[src/rtl/word_check.sv]
// Response analyser for the RAM BIST: compares read-back words against the repeating
// 4-word test pattern, counts mismatches and captures the first failure of a pass.
module word_check #(
  parameter int unsigned Word_size = 3,
  parameter int unsigned Addr_size = 4,
  parameter int unsigned Cnt_size  = 8
) (
  input  logic                 clk,
  input  logic                 reset,
  input  logic                 start,
  input  logic [1:0]           start_idx,
  input  logic                 data_valid,
  input  logic [Word_size-1:0] data_in,
  input  logic [Addr_size-1:0] addr_in,
  input  logic                 last,
  output logic                 busy,
  output logic                 done,
  output logic                 pass,
  output logic                 err_pulse,
  output logic [Cnt_size-1:0]  err_count,
  output logic [Addr_size-1:0] fail_addr,
  output logic [Word_size-1:0] fail_data,
  output logic [Word_size-1:0] fail_exp
);

  typedef enum logic [1:0] {StIdle, StRun, StDone} state_e;

  state_e               state_q, state_d;
  logic [1:0]           idx_q, idx_d;
  logic                 fail_seen_q, fail_seen_d;
  logic                 busy_q, busy_d;
  logic                 done_q, done_d;
  logic                 pass_q, pass_d;
  logic                 err_pulse_q, err_pulse_d;
  logic [Cnt_size-1:0]  err_count_q, err_count_d;
  logic [Addr_size-1:0] fail_addr_q, fail_addr_d;
  logic [Word_size-1:0] fail_data_q, fail_data_d;
  logic [Word_size-1:0] fail_exp_q, fail_exp_d;

  logic [Word_size-1:0] exp_word;
  logic                 mismatch;

  // Same sequence the pattern generator writes, zero-extended to the RAM width.
  always_comb begin
    exp_word = '0;
    unique case (idx_q)
      2'd0: exp_word[2:0] = 3'b010;
      2'd1: exp_word[2:0] = 3'b111;
      2'd2: exp_word[2:0] = 3'b011;
      2'd3: exp_word[2:0] = 3'b100;
      default: exp_word = '0;
    endcase
  end

  assign mismatch = data_valid && (data_in != exp_word);

  always_comb begin
    state_d     = state_q;
    idx_d       = idx_q;
    fail_seen_d = fail_seen_q;
    busy_d      = busy_q;
    done_d      = done_q;
    pass_d      = pass_q;
    err_pulse_d = 1'b0;
    err_count_d = err_count_q;
    fail_addr_d = fail_addr_q;
    fail_data_d = fail_data_q;
    fail_exp_d  = fail_exp_q;

    unique case (state_q)
      StIdle, StDone: begin
        if (start) begin
          state_d     = StRun;
          idx_d       = start_idx;
          fail_seen_d = 1'b0;
          busy_d      = 1'b1;
          done_d      = 1'b0;
          pass_d      = 1'b0;
          err_count_d = '0;
          fail_addr_d = '0;
          fail_data_d = '0;
          fail_exp_d  = '0;
        end
      end
      StRun: begin
        if (data_valid) begin
          idx_d = idx_q + 2'd1;
          if (mismatch) begin
            err_pulse_d = 1'b1;
            if (err_count_q != '1) begin
              err_count_d = err_count_q + Cnt_size'(1);
            end
            if (!fail_seen_q) begin
              fail_seen_d = 1'b1;
              fail_addr_d = addr_in;
              fail_data_d = data_in;
              fail_exp_d  = exp_word;
            end
          end
          if (last) begin
            state_d = StDone;
            busy_d  = 1'b0;
            done_d  = 1'b1;
            // The final beat's own result must be folded in here.
            pass_d  = !mismatch && (err_count_q == '0);
          end
        end
      end
      default: state_d = StIdle;
    endcase
  end

  always_ff @(posedge clk) begin
    if (reset) begin
      state_q     <= StIdle;
      idx_q       <= 2'd0;
      fail_seen_q <= 1'b0;
      busy_q      <= 1'b0;
      done_q      <= 1'b0;
      pass_q      <= 1'b0;
      err_pulse_q <= 1'b0;
      err_count_q <= '0;
      fail_addr_q <= '0;
      fail_data_q <= '0;
      fail_exp_q  <= '0;
    end else begin
      state_q     <= state_d;
      idx_q       <= idx_d;
      fail_seen_q <= fail_seen_d;
      busy_q      <= busy_d;
      done_q      <= done_d;
      pass_q      <= pass_d;
      err_pulse_q <= err_pulse_d;
      err_count_q <= err_count_d;
      fail_addr_q <= fail_addr_d;
      fail_data_q <= fail_data_d;
      fail_exp_q  <= fail_exp_d;
    end
  end

  assign busy      = busy_q;
  assign done      = done_q;
  assign pass      = pass_q;
  assign err_pulse = err_pulse_q;
  assign err_count = err_count_q;
  assign fail_addr = fail_addr_q;
  assign fail_data = fail_data_q;
  assign fail_exp  = fail_exp_q;

endmodule

[config.mk]
export PLATFORM = sky130hd
export DESIGN_NAME = word_check
export DESIGN_NICKNAME = d
export VERILOG_FILES = /design/src/rtl/word_check.sv
export SDC_FILE = /design/constraint.sdc
export NUM_CORES = 1
export LEC_CHECK = 0
export CORE_MARGIN = 2
export CORE_UTILIZATION = 48
export CTS_CLUSTER_DIAMETER = 80
export DETAILED_ROUTE_END_ITERATION = 16
export HOLD_SLACK_MARGIN = 0.12
export PLACE_DENSITY = 0.86
export SLEW_MARGIN = 20
export SYNTH_ARGS = -nofsm -noshare
export SYNTH_HDL_FRONTEND = slang
export SYNTH_SLANG_ARGS = --single-unit
export TNS_END_PERCENT = 10
[constraint.sdc]
create_clock -name clk -period 2.4 [get_ports clk]
set_clock_uncertainty 0.1 [all_clocks]
set_input_delay 0.6 -clock clk [delete_from_list [all_inputs] [get_ports clk]]
set_output_delay 0.6 -clock clk [all_outputs]
set_load 0.005 [all_outputs]
# After elaboration in Yosys (flattened, before gate mapping)
# Cells that the tools add are included.
dict set report totals {
  reg_bits 27
  inputBits 14
  wordCells 85
}
dict set report op_classes {
  addsub 2
  n_eq_ne 13
  mux 42
  bitwise_logic 2
  n_reduce_logical 15
}
# operator n
set ops {}
lappend ops {{8-bit two-way mux} 4}
lappend ops {{3-bit two-way mux} 7}
lappend ops {{4-bit two-way mux} 4}
lappend ops {{8-bit one-hot mux with 2 select lines} 1}
lappend ops {{2-bit inequality test (second input constant)} 6}
lappend ops {{3-bit one-hot mux with 2 select lines} 2}
lappend ops {{3-bit one-hot mux with 4 select lines} 1}
lappend ops {{1-bit two-way mux} 11}
lappend ops {{2-bit two-way mux} 5}
lappend ops {{5-bit AND reduction} 2}
lappend ops {{8-bit by 1-bit adder with 8-bit output (second input constant)} 1}
lappend ops {{8-bit zero test} 1}
lappend ops {{8-bit inequality test (second input constant)} 1}
lappend ops {{1-bit one-hot mux with 2 select lines} 4}
lappend ops {{2-bit one-hot mux with 2 select lines} 2}
lappend ops {{4-bit one-hot mux with 2 select lines} 1}
lappend ops {{4-bit AND reduction} 2}
lappend ops {{2-bit == test (second input constant)} 3}
lappend ops {{3-bit AND reduction} 2}
lappend ops {{2-bit by 1-bit == test with 1-bit output (second input constant)} 2}
lappend ops {{2-bit zero test} 2}
lappend ops {{3-bit inequality test} 1}
lappend ops {{3-bit OR reduction} 1}
lappend ops {{2-bit by 1-bit adder with 2-bit output (second input constant)} 1}
lappend ops {{other kinds (5)} 7}

# Logic depth before layout (Yosys ltp)
# Gate-level depths: netlist (run 1).
dict set report depth {
  word_depth 9
  mapped_depth 8
  mapped_depth_nobuf 7
}

# Worst setup path after synthesis (run 1)
# Ideal clock, no wire load.
dict set report synth_timing {
  path_kind {register to register}
  from {reg idx_q[0]}
  to {reg err_count_q[4], in the netlist err_count[4]}
  setup_time_ps 116
  arrival_ps 1801
  t_required_ps 2184
  path_slack_ps 383
  stages_incl_launch_ff 9
  n_path_buf 1
  synth_period_minus_slack_ps 2017
  cell_sequence {dfxtp_1 inv_1 ha_1 xor2_1 nor2_4 and2_4 buf_6 o311a_1 a41o_1}
}
dict set report synth_between {
  elab_chain_len 6
  elab_cells_between_ends 9
  classes_between {5 x eq/ne; 1 x mux; 3 x reduce/logical}
}
# item line
set synth_lines {}
lappend synth_lines {{start, declared} 29} ;# logic [1:0] idx_q, idx_d;
lappend synth_lines {{start signal, assigned} 128} ;# idx_q <= idx_d;
lappend synth_lines {{2-bit == test (tied with other cells)} 46} ;# unique case (idx_q)
lappend synth_lines {{3-bit one-hot mux with 4 select lines *} 46}
lappend synth_lines {{3-bit inequality test *} 55} ;# assign mismatch = data_valid && (data_in != exp_word);
lappend synth_lines {{1-bit logical AND *} 55}
lappend synth_lines {{2-bit inequality test (no line) *} --}
lappend synth_lines {{5-bit AND reduction (no line) *} --}
lappend synth_lines {{end signal, assigned} 134} ;# err_count_q <= err_count_d;
lappend synth_lines {{end, declared} 35} ;# logic [Cnt_size-1:0] err_count_q, err_count_d;
# Every way passes the cells marked *; elsewhere a longest branch is shown, timed or not.
# A chain may end at the register's enable or synchronous reset.

# Final worst setup path (run 1)
# Same ends and word-level chain as after synthesis.

==> results of run 1 <==
## placed cells by master (no fill, tap or decap), types with 2 or more instances in the layout
cell / Yosys / routed
a211oi_1: 3 / 3
a21oi_1: 9 / 9
a22o_1: 2 / 2
a31o_2: 8 / 8
a31oi_1: 3 / 3
buf_4: 1 / 12
clkbuf_4: 0 / 3
clkdlybuf4s50_1: 0 / 35
dfxtp_1: 27 / 27
ha_1: 5 / 5
inv_1: 7 / 7
nand2_1: 22 / 22
nand2b_1: 2 / 2
nand3_1: 6 / 6
nand3b_1: 2 / 2
nand4_1: 4 / 4
nor2_1: 22 / 22
nor2b_1: 2 / 2
nor3_1: 2 / 2
nor4b_1: 2 / 2
o21ai_0: 5 / 5
o22ai_1: 3 / 3
## state kept, by name (all words and copies together) (netlist names)
signal       flops
idx_q            2
fail_seen_q      1
fail_exp         3
state_q          2
err_count        8
pass             1
fail_addr        4
err_pulse        1
busy             1
fail_data        3
done             1
## per-layer routing
| layer | global-route usage [%] | vias up |
|---|---|---|
| met5 | 0 | - |
| met4 | 9.63 | 0 |
| met3 | 5.05 | 13 |
| met2 | 39.3 | 48 |
| met1 | 29.9 | 655 |
| li1 | - | 685 |
## path summary, 6_finish.rpt
path / from / end / slack, ps / cells after the start
worst min register to register: done$_SDFFE_PP0P_ / done$_SDFFE_PP0P_ / 380 / 2
worst min-delay path: done$_SDFFE_PP0P_ / done$_SDFFE_PP0P_ / 380 / 2
worst max register to register: idx_q[0]$_SDFFE_PP0P_ / err_count[4]$_SDFFE_PP0P_ / 310 / 7
worst max-delay path: idx_q[0]$_SDFFE_PP0P_ / err_count[4]$_SDFFE_PP0P_ / 310 / 7
## kinds of logic (layout without fill, tap and decap cells)
kind of cell             after synthesis  after routing  synth area share, %
AO/OA/AOI/OAI                         46             46                 26.1
flip-flops                            27             27                 38.2
buffers and inverters                 13             59                 4.24
adder cells (fa/ha/maj)                5              5                 4.42
AND/OR/NAND/NOR                       70             70                 23.9
XOR/XNOR                               3              3                 3.18
## worst register-to-register path, cell delays in order (launching register included)
cell	delay, ps
dfxtp_1	390
inv_1	90
ha_1	340
xor2_1	250
nor2_4	120
and2_4	180
o311a_1	340
a41o_1	200
## final cells by class
cell class              count  share of cell area (%)
well taps                  31                    2.03
multi-input cells         124                    42.7
clock buffers               3                    1.18
inverters                   7                    1.37
clock inverters             1                   0.393
flip-flops and latches     27                    28.3
repair buffers             48                    24.1
## stage by stage
step	hold slack, ps	std cells	total power [mW]	cell area, um^2
final	377	241	0.902	1910
after global routing	394	241	0.954	1910
after CTS	379	241	0.910	1910
after detailed placement	355	237	0.710	1880
after global placement	349	237	0.702	1880
after floorplan	352	164	0.611	1420
## power breakdown
group | total (mW) | switching (mW) | internal (mW)
logic | 0.223 | 0.116 | 0.107
registers | 0.480 | 0.0141 | 0.466
clock network | 0.199 | 0.136 | 0.0639
total | 0.902 | 0.265 | 0.637
==> impl_metrics.yaml, run 1 <==
placement:
  io_buffer_count: 35
  dp_hpwl_mm: 2.96
  gp_routability_congestion: 0.978
  dp_worst_setup_slack_ps: 27.2
synth:
  synth_nets: 183
  yosysWarnings: 0
  netlist.top_cell.by_area: "dfxtp_1"
  async_flop_share_pct: 0
  synth_top_area_share_pct: 38.2
  synth_edf_count: 0
  ys.flop_type: "dfxtp_1"
  synthTopCellsByArea: "dfxtp_1 38%, nand2_1 5.8%, nor2_1 5.8%"
  syn_avg_cell_area_um2: 8.64
  synth_cell_types: 44
  syn_area_mm2: 0.00142
  syn_inst: 164
  yosysMostFrequentCell: "dfxtp_1"
  ys_ff_latch: 27
  synth_common_cells: "27 x dfxtp_1, 22 x nand2_1, 22 x nor2_1"
  yosysSeqAreaShare_pct: 38.2
sta:
  post-route-period-util_pct: 87.3
  setup_slack_ps: 306
  drv_slew: 0
  finalHoldViolations: 0
  tightest_slew_ps: 652
  tns_ps: 0
  setup_viol: 0
  max_freq_mhz: 478
  grt_setup_unrepaired: "false"
  slew_headroom_pct: 56.4
  fin_crit_ps: 2090
setup_path:
  critPathRequiredTime_ps: 2540
  critPathKind: "reg -> reg"
  crit_slowest_cell: "dfxtp_1"
  endpoint_kind: "register"
  worstPathCellList: "inv_1 -> ha_1 -> xor2_1 -> nor2_4 -> and2_4 -> o311a_1 -> a41o_1"
  cp-start-kind: "register"
  critPathTopFamily: "compound AO/OA/AOI/OAI gates"
  arrival_ps: 2240
  worst-path-buf-inv: 1
  slowest_delay_ps: 390
  cp_max_fo: 9
floorplan:
  initial_utilization_pct: 50.9
  die_y_um: 58.3
  io_pins: 36
  fp.coreArea_mm2: 0.00278
  die_area_mm2: 0.00340
  rows: 19
  die_w_um: 58.3
routing:
  ant_nets: 0
  wl_met2_mm: 1.89
  highest_layer: "met4"
  dr_wl_met3_um: 185
  vias: 1401
  drc: 0
  wl_mm: 3.79
  first_pass_iters: 4
  viasPerCell: 5.81
  wl_per_cell_um: 15.7
  drt-met1-wl_mm: 1.62
  drtIter0Drc: 72
power_and_ir_drop:
  p_leak_nw: 0.726
  power.density_mw_per_mm2: 472
  peakVddDrop_mv: 0.496
worst_hold_path:
  hp-class: "reg -> reg"
flow_run:
  cap_viol_max_count: 0
clock_tree:
  clock_latency_ps: 330
  clk_pin_slew_worst_paths_ps: 140
  post_cts_resized: 0
  cts_made_buffers: 3
  cts_tree: "built"
  cts_setup_buffers: 0
  holdBufCountCts: 0
  cts.htree.levels: 1
  root_buffer: "clkbuf_4"
  cts_sinks: 27
  cts_max_path_buffers: 2
layout:
  nets: 230
  nFillCells: 208
  diodes: 0
  utilization_pct: 68.7
  drive_gt1_share_pct: 16.2
  multi_input_area_um2: 816
  area_growth_pct: 35.0
  layout.area.seq_um2: 541
global_routing:
  overflow: 0
  antenna_found_initial: 0
  grt_start_max_net_pins: 18
  grt_pass1_wl_mm: 6.24
  grt_util_all_layers_pct: 23.7
  first_global_vias: 1362
outcome:
  outcome: "finished clean"
Power figures use the tool's default switching activity.
==> inputs of run 2 (changes only) <==
Settings changed: CTS_CLUSTER_SIZE set to 12.
==> results of run 2 <==
The final DEF is identical to that of run 1; final timing and power are the same.
==> inputs of run 3 (changes only) <==
Settings changed: CORE_UTILIZATION 48 to 50, CTS_BUF_LIST set to sky130_fd_sc_hd__clkbuf_4, PLACE_DENSITY 0.86 to 0.88.
==> run 3 against run 2 <==
Non-clock buffer count down 1. Largest power group unchanged. Largest cell class unchanged. Combinational power about the same. Count of clock-buffer cells in the layout unchanged. Total power increased by 0.65%. Cell area fell by 0.52%.
==> impl_metrics.yaml, run 3 (synthesis gave the netlist of run 1 again) <==
power_and_ir_drop:
  power.density_mw_per_mm2: 477
  sw_frac_of_total_pct: 30.2
  power.total_mw: 0.908
  power_frac_seq_pct: 52.9
  p_leak_nw: 0.725
  clockPowerShare_pct: 22.8
  p_int_mw: 0.634
  peakVddDrop_mv: 0.452
  p_comb_share_pct: 24.3
  switchingPower_mw: 0.274
placement:
  gp_routability_congestion: 0.859
  post-place-cells: 236
  dp_hpwl_mm: 3.01
  io_buffer_count: 35
setup_path:
  critPathRequiredTime_ps: 2540
  critPathTopFamily: "compound AO/OA/AOI/OAI gates"
  cp_max_fo: 9
  cp-start-kind: "register"
  crit_slowest_cell: "dfxtp_1"
  arrival_ps: 2280
  critPathKind: "reg -> reg"
  worstPathCellList: "inv_1 -> ha_1 -> xor2_1 -> nor2_4 -> and2_4 -> o311a_1 -> a41o_1"
  worst-path-buf-inv: 1
  slowest_delay_ps: 410
  endpoint_kind: "register"
floorplan:
  rows: 19
  initial_utilization_pct: 51.8
  io_pins: 36
  die_y_um: 57.2
  fp.coreArea_mm2: 0.00273
  die_area_mm2: 0.00327
  die_w_um: 57.2
sta:
  setup_viol: 0
  post-route-period-util_pct: 88.8
  fin_crit_ps: 2130
  slew_headroom_pct: 60.3
  drv_slew: 0
  finalHoldViolations: 0
  tns_ps: 0
  grt_setup_unrepaired: "false"
  max_freq_mhz: 469
  tightest_slew_ps: 594
  hold_ws_ps: 378
clock_tree:
  cts_made_buffers: 3
  holdBufCountCts: 0
  clock_latency_ps: 330
  post_cts_resized: 0
  cts_sinks: 27
  cts_tree: "built"
  cts_setup_buffers: 0
  root_buffer: "clkbuf_4"
  cts_max_path_buffers: 2
  cts.htree.levels: 1
  clk_pin_slew_worst_paths_ps: 160
layout:
  layout.cells.most_common: "clkdlybuf4s50_1"
  nFillCells: 220
  utilization_pct: 69.6
  layout_common_cells: "35 x clkdlybuf4s50_1, 27 x dfxtp_1, 22 x nand2_1, 22 x nor2_1, 11 x buf_4"
  diodes: 0
  drive_gt1_share_pct: 15.8
  final_cells: 240
  area_growth_pct: 34.3
  nets: 229
  largest_reg_flops: 8
global_routing:
  grt_util_all_layers_pct: 24.7
  grt_pass1_wl_mm: 6.37
  antenna_found_initial: 0
  first_global_vias: 1371
  grt_start_max_net_pins: 18
  overflow: 0
flow_run:
  cap_viol_max_count: 0
outcome:
  outcome: "finished clean"
routing:
  first_pass_iters: 5
  drtIter0Drc: 75
  drc: 0
  vias: 1434
  ant_nets: 0
  wl_mm: 3.82
  wl_per_cell_um: 15.9
  viasPerCell: 5.98
worst_hold_path:
  hp-class: "reg -> reg"
==> run 3: cell count changes in the layout (fill, tap and decap cells not counted), sizes merged <==
cell,before,now
clkinvlp,1,0
buf,13,12
clkinv,0,1
==> run 3: final timing paths <==
check	start	end	slack (ps)	depth (start not counted)
max reg2reg	idx_q[0]$_SDFFE_PP0P_	err_count[4]$_SDFFE_PP0P_	270	7
min reg2reg	done$_SDFFE_PP0P_	done$_SDFFE_PP0P_	380	2
max	idx_q[0]$_SDFFE_PP0P_	err_count[4]$_SDFFE_PP0P_	270	7
min	done$_SDFFE_PP0P_	done$_SDFFE_PP0P_	380	2
==> run 3: power groups by stage <==
stage | clock network, mW | logic [mW] | registers (mW)
3_3_place_gp | 0 | 0.212 | 0.488
5_1_grt | 0.221 | 0.240 | 0.483
6_report | 0.207 | 0.221 | 0.480
4_1_cts | 0.210 | 0.219 | 0.480
3_5_place_dp | 0 | 0.218 | 0.490
2_1_floorplan | 0 | 0.123 | 0.488
==> run 3: cell type report <==
class | instances | area, um^2 | share of cell area [%]
multi-input combinational | 124 | 816 | 42.9
clock buffer | 3 | 22.5 | 1.18
clock inverter | 1 | 5.00 | 0.263
inverter | 7 | 26.3 | 1.38
sequential | 27 | 541 | 28.4
tap | 31 | 38.8 | 2.04
timing repair buffer | 47 | 453 | 23.8
==> run 3: layer usage <==
layer / global-route usage [%] / vias to the layer above / part of all wire [%]
met5: 0 / - / 0
met4: 9.30 / 0 / 1.7
met3: 3.17 / 10 / 6.3
met2: 41.2 / 56 / 49
met1: 32.8 / 684 / 42
li1: - / 684 / -
==> run 3: worst register-to-register path, cell delays in order, from the launching register on <==
cell     delay, ps
dfxtp_1        410
inv_1          100
ha_1           350
xor2_1         260
nor2_4         120
and2_4         180
o311a_1        320
a41o_1         190
==> run 3: through the flow <==
| stage | setup WS [ps] | instance area [um^2] |
|---|---|---|
| 3_3_place_gp | 55.9 | 1870 |
| 2_1_floorplan | 383 | 1420 |
| 5_1_grt | 139 | 1900 |
| 4_1_cts | 262 | 1900 |
| 6_report | 268 | 1900 |
| 3_5_place_dp | 9.79 | 1870 |
